--- src/rtl/catch_stack_ctrl_if.sv ---
// Bundle between the falling-item/tray sources and the catch/stack controller.
// master drives the item and tray stream; slave returns strobes and game status.
interface catch_stack_ctrl_if;
  logic       pause;
  logic       restart;
  logic [9:0] item_x;
  logic [9:0] item_y;
  logic [1:0] item_color;
  logic [9:0] tray_x;

  logic        catch_pulse;
  logic        miss_pulse;
  logic        respawn_req;
  logic [4:0]  stack_height;
  logic [1:0]  top_color;
  logic [1:0]  lives;
  logic [13:0] score;
  logic        game_over;
  logic        win;

  modport master (
    output pause, restart, item_x, item_y, item_color, tray_x,
    input  catch_pulse, miss_pulse, respawn_req, stack_height, top_color,
           lives, score, game_over, win
  );

  modport slave (
    input  pause, restart, item_x, item_y, item_color, tray_x,
    output catch_pulse, miss_pulse, respawn_req, stack_height, top_color,
           lives, score, game_over, win
  );
endinterface

--- src/rtl/catch_stack_ctrl.sv ---
// Catch/miss decision for the falling item against the tray and stack top.
// Tracks stack, lives and score. Optional macro COLOR_BONUS_EN doubles points on a colour match.
module catch_stack_ctrl #(
  parameter int STACK_BASE_Y = 392,
  parameter int BLOCK_H      = 16,
  parameter int ITEM_W       = 32,
  parameter int ITEM_H       = 16,
  parameter int TRAY_W       = 64,
  parameter int MISS_Y       = 400,
  parameter int MAX_STACK    = 16,
  parameter int LIVES_INIT   = 3,
  parameter int CATCH_PTS    = 10
) (
  input logic               clk,
  input logic               rst,
  catch_stack_ctrl_if.slave bus
);

  localparam logic [13:0] SCORE_MAX = 14'd9999;

  typedef enum logic [1:0] {S_PLAY, S_HOLD, S_OVER} state_t;

  state_t      state;
  logic [9:0]  prev_y;
  logic        catch_q, miss_q, resp_q, over_q, win_q;
  logic [4:0]  stack_q;
  logic [1:0]  top_q, lives_q;
  logic [13:0] score_q;

  logic [10:0] item_y_w, prev_y_w, item_x_w, tray_x_w;
  logic [10:0] bottom, prev_bottom, catch_y;
  logic        cross_catch, cross_miss, overlap, wrap;
  logic [13:0] pts, score_add;
  logic [14:0] score_sum;
  logic [4:0]  stack_inc;

  assign item_y_w = {1'b0, bus.item_y};
  assign prev_y_w = {1'b0, prev_y};
  assign item_x_w = {1'b0, bus.item_x};
  assign tray_x_w = {1'b0, bus.tray_x};

  // Catch line rises one block per stacked item; everything is kept in 11 bits.
  assign bottom      = item_y_w + 11'(ITEM_H);
  assign prev_bottom = prev_y_w + 11'(ITEM_H);
  assign catch_y     = 11'(STACK_BASE_Y) - ({6'd0, stack_q} * 11'(BLOCK_H));

  assign cross_catch = (prev_bottom < catch_y) && (bottom >= catch_y);
  assign overlap     = ((item_x_w + 11'(ITEM_W)) > tray_x_w) &&
                       (item_x_w < (tray_x_w + 11'(TRAY_W)));
  assign cross_miss  = (prev_y_w < 11'(MISS_Y)) && (item_y_w >= 11'(MISS_Y));
  assign wrap        = bus.item_y < prev_y;

`ifdef COLOR_BONUS_EN
  assign pts = ((stack_q != 5'd0) && (bus.item_color == top_q)) ?
               14'(2 * CATCH_PTS) : 14'(CATCH_PTS);
`else
  assign pts = 14'(CATCH_PTS);
`endif

  assign score_sum = {1'b0, score_q} + {1'b0, pts};
  assign score_add = (score_sum > {1'b0, SCORE_MAX}) ? SCORE_MAX : score_sum[13:0];
  assign stack_inc = (stack_q >= 5'(MAX_STACK)) ? 5'(MAX_STACK) : stack_q + 5'd1;

  always_ff @(posedge clk or negedge rst) begin
    if (!rst) begin
      state   <= S_PLAY;
      prev_y  <= '0;
      catch_q <= 1'b0;
      miss_q  <= 1'b0;
      resp_q  <= 1'b0;
      stack_q <= '0;
      top_q   <= '0;
      lives_q <= 2'(LIVES_INIT);
      score_q <= '0;
      over_q  <= 1'b0;
      win_q   <= 1'b0;
    end else if (bus.pause) begin
      // Frozen: state and counters hold, strobes must not linger.
      catch_q <= 1'b0;
      miss_q  <= 1'b0;
      resp_q  <= 1'b0;
    end else begin
      catch_q <= 1'b0;
      miss_q  <= 1'b0;
      resp_q  <= 1'b0;
      prev_y  <= bus.item_y;
      case (state)
        S_PLAY: begin
          if (cross_catch && overlap) begin
            catch_q <= 1'b1;
            resp_q  <= 1'b1;
            stack_q <= stack_inc;
            top_q   <= bus.item_color;
            score_q <= score_add;
            if (stack_inc == 5'(MAX_STACK)) begin
              state  <= S_OVER;
              over_q <= 1'b1;
              win_q  <= 1'b1;
            end else begin
              state <= S_HOLD;
            end
          end else if (cross_miss) begin
            miss_q <= 1'b1;
            if (lives_q <= 2'd1) begin
              lives_q <= 2'd0;
              state   <= S_OVER;
              over_q  <= 1'b1;
            end else begin
              lives_q <= lives_q - 2'd1;
              state   <= S_HOLD;
            end
          end
        end
        // Same item may still sit across the line; wait for it to re-spawn at the top.
        S_HOLD: begin
          if (wrap) state <= S_PLAY;
        end
        S_OVER: begin
          if (bus.restart) begin
            state   <= S_PLAY;
            prev_y  <= '0;
            stack_q <= '0;
            top_q   <= '0;
            lives_q <= 2'(LIVES_INIT);
            score_q <= '0;
            over_q  <= 1'b0;
            win_q   <= 1'b0;
          end
        end
        default: state <= S_PLAY;
      endcase
    end
  end

  assign bus.catch_pulse  = catch_q;
  assign bus.miss_pulse   = miss_q;
  assign bus.respawn_req  = resp_q;
  assign bus.stack_height = stack_q;
  assign bus.top_color    = top_q;
  assign bus.lives        = lives_q;
  assign bus.score        = score_q;
  assign bus.game_over    = over_q;
  assign bus.win          = win_q;

endmodule
--- src/flat_wrapper.sv ---
// flat-port wrapper written by rule: the top's interface ports become plain ports
module catch_stack_ctrl_flat 
#(
  parameter int STACK_BASE_Y = 392,
  parameter int BLOCK_H      = 16,
  parameter int ITEM_W       = 32,
  parameter int ITEM_H       = 16,
  parameter int TRAY_W       = 64,
  parameter int MISS_Y       = 400,
  parameter int MAX_STACK    = 16,
  parameter int LIVES_INIT   = 3,
  parameter int CATCH_PTS    = 10
)
  (clk, rst, bus_pause, bus_restart, bus_item_x, bus_item_y, bus_item_color, bus_tray_x, bus_catch_pulse, bus_miss_pulse, bus_respawn_req, bus_stack_height, bus_top_color, bus_lives, bus_score, bus_game_over, bus_win);
  catch_stack_ctrl_if bus_i ();
  input logic clk;
  input logic rst;
  input wire logic [$bits(bus_i.pause)-1:0] bus_pause;
  input wire logic [$bits(bus_i.restart)-1:0] bus_restart;
  input wire logic [$bits(bus_i.item_x)-1:0] bus_item_x;
  input wire logic [$bits(bus_i.item_y)-1:0] bus_item_y;
  input wire logic [$bits(bus_i.item_color)-1:0] bus_item_color;
  input wire logic [$bits(bus_i.tray_x)-1:0] bus_tray_x;
  output wire logic [$bits(bus_i.catch_pulse)-1:0] bus_catch_pulse;
  output wire logic [$bits(bus_i.miss_pulse)-1:0] bus_miss_pulse;
  output wire logic [$bits(bus_i.respawn_req)-1:0] bus_respawn_req;
  output wire logic [$bits(bus_i.stack_height)-1:0] bus_stack_height;
  output wire logic [$bits(bus_i.top_color)-1:0] bus_top_color;
  output wire logic [$bits(bus_i.lives)-1:0] bus_lives;
  output wire logic [$bits(bus_i.score)-1:0] bus_score;
  output wire logic [$bits(bus_i.game_over)-1:0] bus_game_over;
  output wire logic [$bits(bus_i.win)-1:0] bus_win;
  assign bus_i.pause = bus_pause;
  assign bus_i.restart = bus_restart;
  assign bus_i.item_x = bus_item_x;
  assign bus_i.item_y = bus_item_y;
  assign bus_i.item_color = bus_item_color;
  assign bus_i.tray_x = bus_tray_x;
  assign bus_catch_pulse = bus_i.catch_pulse;
  assign bus_miss_pulse = bus_i.miss_pulse;
  assign bus_respawn_req = bus_i.respawn_req;
  assign bus_stack_height = bus_i.stack_height;
  assign bus_top_color = bus_i.top_color;
  assign bus_lives = bus_i.lives;
  assign bus_score = bus_i.score;
  assign bus_game_over = bus_i.game_over;
  assign bus_win = bus_i.win;
  catch_stack_ctrl #(.STACK_BASE_Y(STACK_BASE_Y), .BLOCK_H(BLOCK_H), .ITEM_W(ITEM_W), .ITEM_H(ITEM_H), .TRAY_W(TRAY_W), .MISS_Y(MISS_Y), .MAX_STACK(MAX_STACK), .LIVES_INIT(LIVES_INIT), .CATCH_PTS(CATCH_PTS)) u_core (.clk(clk), .rst(rst), .bus(bus_i));
endmodule
--- config.mk ---
export PLATFORM = sky130hd
export DESIGN_NAME = catch_stack_ctrl_flat
export DESIGN_NICKNAME = d
export VERILOG_FILES = /design/src/rtl/catch_stack_ctrl_if.sv /design/src/rtl/catch_stack_ctrl.sv /design/src/flat_wrapper.sv
export SDC_FILE = /design/constraint.sdc
export NUM_CORES = 1
export LEC_CHECK = 0
export BUFFER_PORTS_ARGS = -buffer_cell sky130_fd_sc_hd__buf_2
export CAP_MARGIN = 30
export CELL_PAD_IN_SITES_DETAIL_PLACEMENT = 0
export CELL_PAD_IN_SITES_GLOBAL_PLACEMENT = 1
export CORE_UTILIZATION = 43
export CTS_CLUSTER_SIZE = 20
export DETAILED_ROUTE_END_ITERATION = 16
export GPL_TIMING_DRIVEN = 0
export PLACE_DENSITY_LB_ADDON = 0.12
export SYNTH_ARGS = -nofsm -noshare
export SYNTH_HDL_FRONTEND = slang
export SYNTH_SLANG_ARGS = --single-unit
--- constraint.sdc ---
create_clock -name clk -period 3.5 [get_ports clk]
set_input_delay 0.35 -clock clk [delete_from_list [all_inputs] [get_ports clk]]
set_output_delay 0.35 -clock clk [all_outputs]
set_load 0.01 [all_outputs]
==> flow_summary.json <==
{
  "outcome": "complete, no violations",
  "timing.hold.worst.class": "input pin to async pin",
  "grt_pass1_vias": 3167,
  "fin_crit_sh_pct": 93.8,
  "fin_skew_ps": 5.93,
  "yosysSeqAreaShare_pct": 27.4,
  "drtIter0Drc": 130,
  "cp.depth": 11,
  "reg2reg_slack_ps": 220,
  "path_max_fanout": 10,
  "num_rows": 32,
  "post-route-min-period_ps": 3280,
  "vias": 3376,
  "remaining_drc_errors": 0,
  "synth_area_per_cell_um2": 8.61,
  "htree_levels": 2,
  "clock_latency_ps": 300,
  "leakage_nw": 2.00,
  "floorplan.initialDensity_pct": 45.3,
  "max-clock-path-buffers": 2,
  "antenna_found_initial": 0,
  "r2r_cells": 11,
  "slowest_delay_ps": 460,
  "track_usage_pct": 22.7,
  "layout_common_cells": "buf_2, ha_1, inv_1",
  "synth.ff_latch_count": 39,
  "synth_flop_cell": "dfrtp_1",
  "power_w": 0.00258,
  "tns_ps": 0,
  "path_class": "flip-flop to flip-flop",
  "cts_inserted_buffers": 5,
  "clock.fmax_mhz": 305,
  "synth.top_cells.by_area": "dfrtp_1, ha_1, inv_1",
  "synth_top_area_share_pct": 25.9,
  "finalWirelength_mm": 9.50,
  "synthArstFlopShare_pct": 100,
  "ant_nets": 0,
  "synthCells": 415,
  "die-height_um": 93.1,
  "r2r-end": "u_core.bus.score[6]$_DFFE_PN0P_",
  "slew_headroom_pct": 45.6,
  "cellPowerDensity_nw_per_um2": 620,
  "cts.sinks": 39,
  "synth_area_um2": 3570,
  "post_drt_wl_per_cell_um": 16.1,
  "ff_latch_area_um2": 978,
  "dp.final_hpwl_mm": 7.41,
  "start_kind": "flip-flop",
  "crit_path_end": "u_core.bus.score[6]$_DFFE_PN0P_",
  "synth_nets": 496,
  "end_kind": "flip-flop",
  "cts_setup_buffers": 0,
  "core_area_um2": 7890,
  "syn_to_final_growth_pct": 16.6,
  "io_pins": 64,
  "port_buffers": 63,
  "worstSetupStartpoint": "u_core.bus.stack_height[0]$_DFFE_PN0P_",
  "synth_top_cell_by_area": "dfrtp_1",
  "slowest_stage": "dfrtp_1",
  "vias_per_cell": 5.73,
  "rr_startpoint": "u_core.bus.stack_height[0]$_DFFE_PN0P_",
  "worstPathCellList": "inv_2 -> ha_1 -> a21boi_0 -> xor2_1 -> ha_1 -> o21ai_0 -> a221o_1 -> o31ai_4 -> buf_4 -> o311ai_0 -> a22o_1",
  "clk_pin_slew_ps": 80,
  "cts_tree": "yes",
  "ir_drop_uv": 236,
  "setup_viol": 0,
  "finalNetCount": 567,
  "path_buf_inv": 2,
  "path_delay_family": "compound AO/OA/AOI/OAI gates",
  "crit_required_ps": 3690,
  "n_fill_cell": 780,
  "clockRootBuffer": "clkbuf_8",
  "grt_pass1_wl_mm": 15.6,
  "drtPass1Iterations": 4,
  "dieArea_um2": 8680,
  "die_w_um": 93.1,
  "grt_overflow": 0,
  "layout_commonest_cell": "buf_2",
  "gp_congestion": 0.830,
  "arrival_ps": 3470,
  "n_antenna_cell": 0,
  "worst_pin_slew_ps": 808,
  "crit_top_cell": "ha_1",
  "cts_hold_buf": 0,
  "final_layout_size_suffix_gt1_share_pct": 20.5,
  "finalHoldViolations": 0,
  "grt_max_degree": 40,
  "yosys_warnings": 0,
  "synth-edff-count": 0,
  "drv_cap": 0,
  "drv_slew": 0,
  "multiInputGateArea_um2": 2410,
  "yosysUniqueCellTypes": 68
}
==> routing by layer <==
layer / wire, um / up-vias / track usage, %
li1: - / 1700 / -
met1: 4690 / 1599 / 31.2
met2: 4420 / 68 / 38.4
met3: 314 / 9 / 3.09
met4: 72 / 0 / 3.72
met5: 0 / - / 0
==> area by class of cell <==
cell class / count / area share, %
Multi-Input combinational cell: 323 / 57.8
Sequential cell: 39 / 23.5
Timing Repair Buffer: 64 / 8.05
Inverter: 41 / 3.69
Tap cell: 102 / 3.06
Buffer: 12 / 1.89
Clock buffer: 5 / 1.65
Clock inverter: 3 / 0.360
==> worst min path at each step <==
stage | end | slack, ps | cells past startpoint
2_1_floorplan | u_core.bus.catch_pulse$_DFF_PN0_ | 50 | 0
3_3_place_gp | u_core.bus.top_color[0]$_DFFE_PN0P_ | 480 | 2
3_5_place_dp | u_core.bus.win$_DFFE_PN0P_ | 490 | 2
4_1_cts | u_core.prev_y[2]$_DFFE_PN0N_ | 220 | 1
5_1_grt | u_core.bus.miss_pulse$_DFF_PN0_ | 30 | 2
6_report | u_core.bus.stack_height[1]$_DFFE_PN0P_ | 10 | 2
==> stage by stage <==
stage	worst slack [ps]	cells	util, %	hold slack (ps)	area, um^2
after global placement	-2.25	580	50.9	484	4020
after global routing	-11.7	589	52.8	25.4	4170
after detailed placement	-36.8	580	50.9	488	4020
final	217	589	52.8	9.94	4170
after floorplan	485	415	-	54.4	3570
after CTS	44.0	588	52.0	217	4100
==> Yosys cell counts, drive strengths merged (3+ instances only) <==
cell type and n:
dfrtp 37, a21boi 3, or3 4, o21ai 16
nand2b 4, nand4 3, ha 45, o311ai 6
o22ai 6, a21o 8, nor2 38, xor2 5
nor4 6, buf 8, mux2i 11, o21a 3
o31ai 5, a2111oi 3, xnor2 10, a22o 11
nand3 27, inv 41, nand2 25, a21oi 14
a211oi 6, clkbuf 4, a31oi 8, nor3 13
o2bb2ai 3
==> flip-flops by register name (all words and copies together) (netlist names) <==
name                     count
u_core.bus.lives             2
u_core.bus.miss_pulse        1
u_core.bus.catch_pulse       1
u_core.bus.game_over         1
u_core.bus.stack_height      5
u_core.bus.win               1
u_core.prev_y               10
u_core.bus.top_color         2
u_core.bus.score            14
u_core.state                 2
==> logic make-up (layout without fill, tap and decap cells) <==
family | count (synthesis) | after routing | synth area share [%]
flip-flops | 39 | 39 | 27.4
AND/OR/NAND/NOR | 137 | 137 | 19.4
adder cells (fa/ha/maj) | 45 | 45 | 15.8
buffers and inverters | 53 | 125 | 6.51
XOR/XNOR | 15 | 15 | 3.68
multiplexers | 12 | 12 | 3.50
AO/OA/AOI/OAI | 114 | 114 | 23.7
==> timing repair <==
action / 4_1_cts / 5_1_grt
resized for setup: 1 / 7
endpoints found under the setup margin: 3 / 18
pin swaps: 0 / 1
==> report_power, final <==
group	switching, W	total (W)	internal [W]
clock	0.000171	0.000308	0.000137
combinational	0.000924	0.00153	0.000604
sequential	0.000162	0.000748	0.000586
==> worst reg2reg max path, cell delays in order, from the launching register on <==
cell and delay [ps]:
dfrtp_1 460, inv_2 110, ha_1 250, a21boi_0 240, xor2_1 330, ha_1 190
o21ai_0 170, a221o_1 450, o31ai_4 310, buf_4 250, o311ai_0 150, a22o_1 270
(Power assumes the default switching activity.)
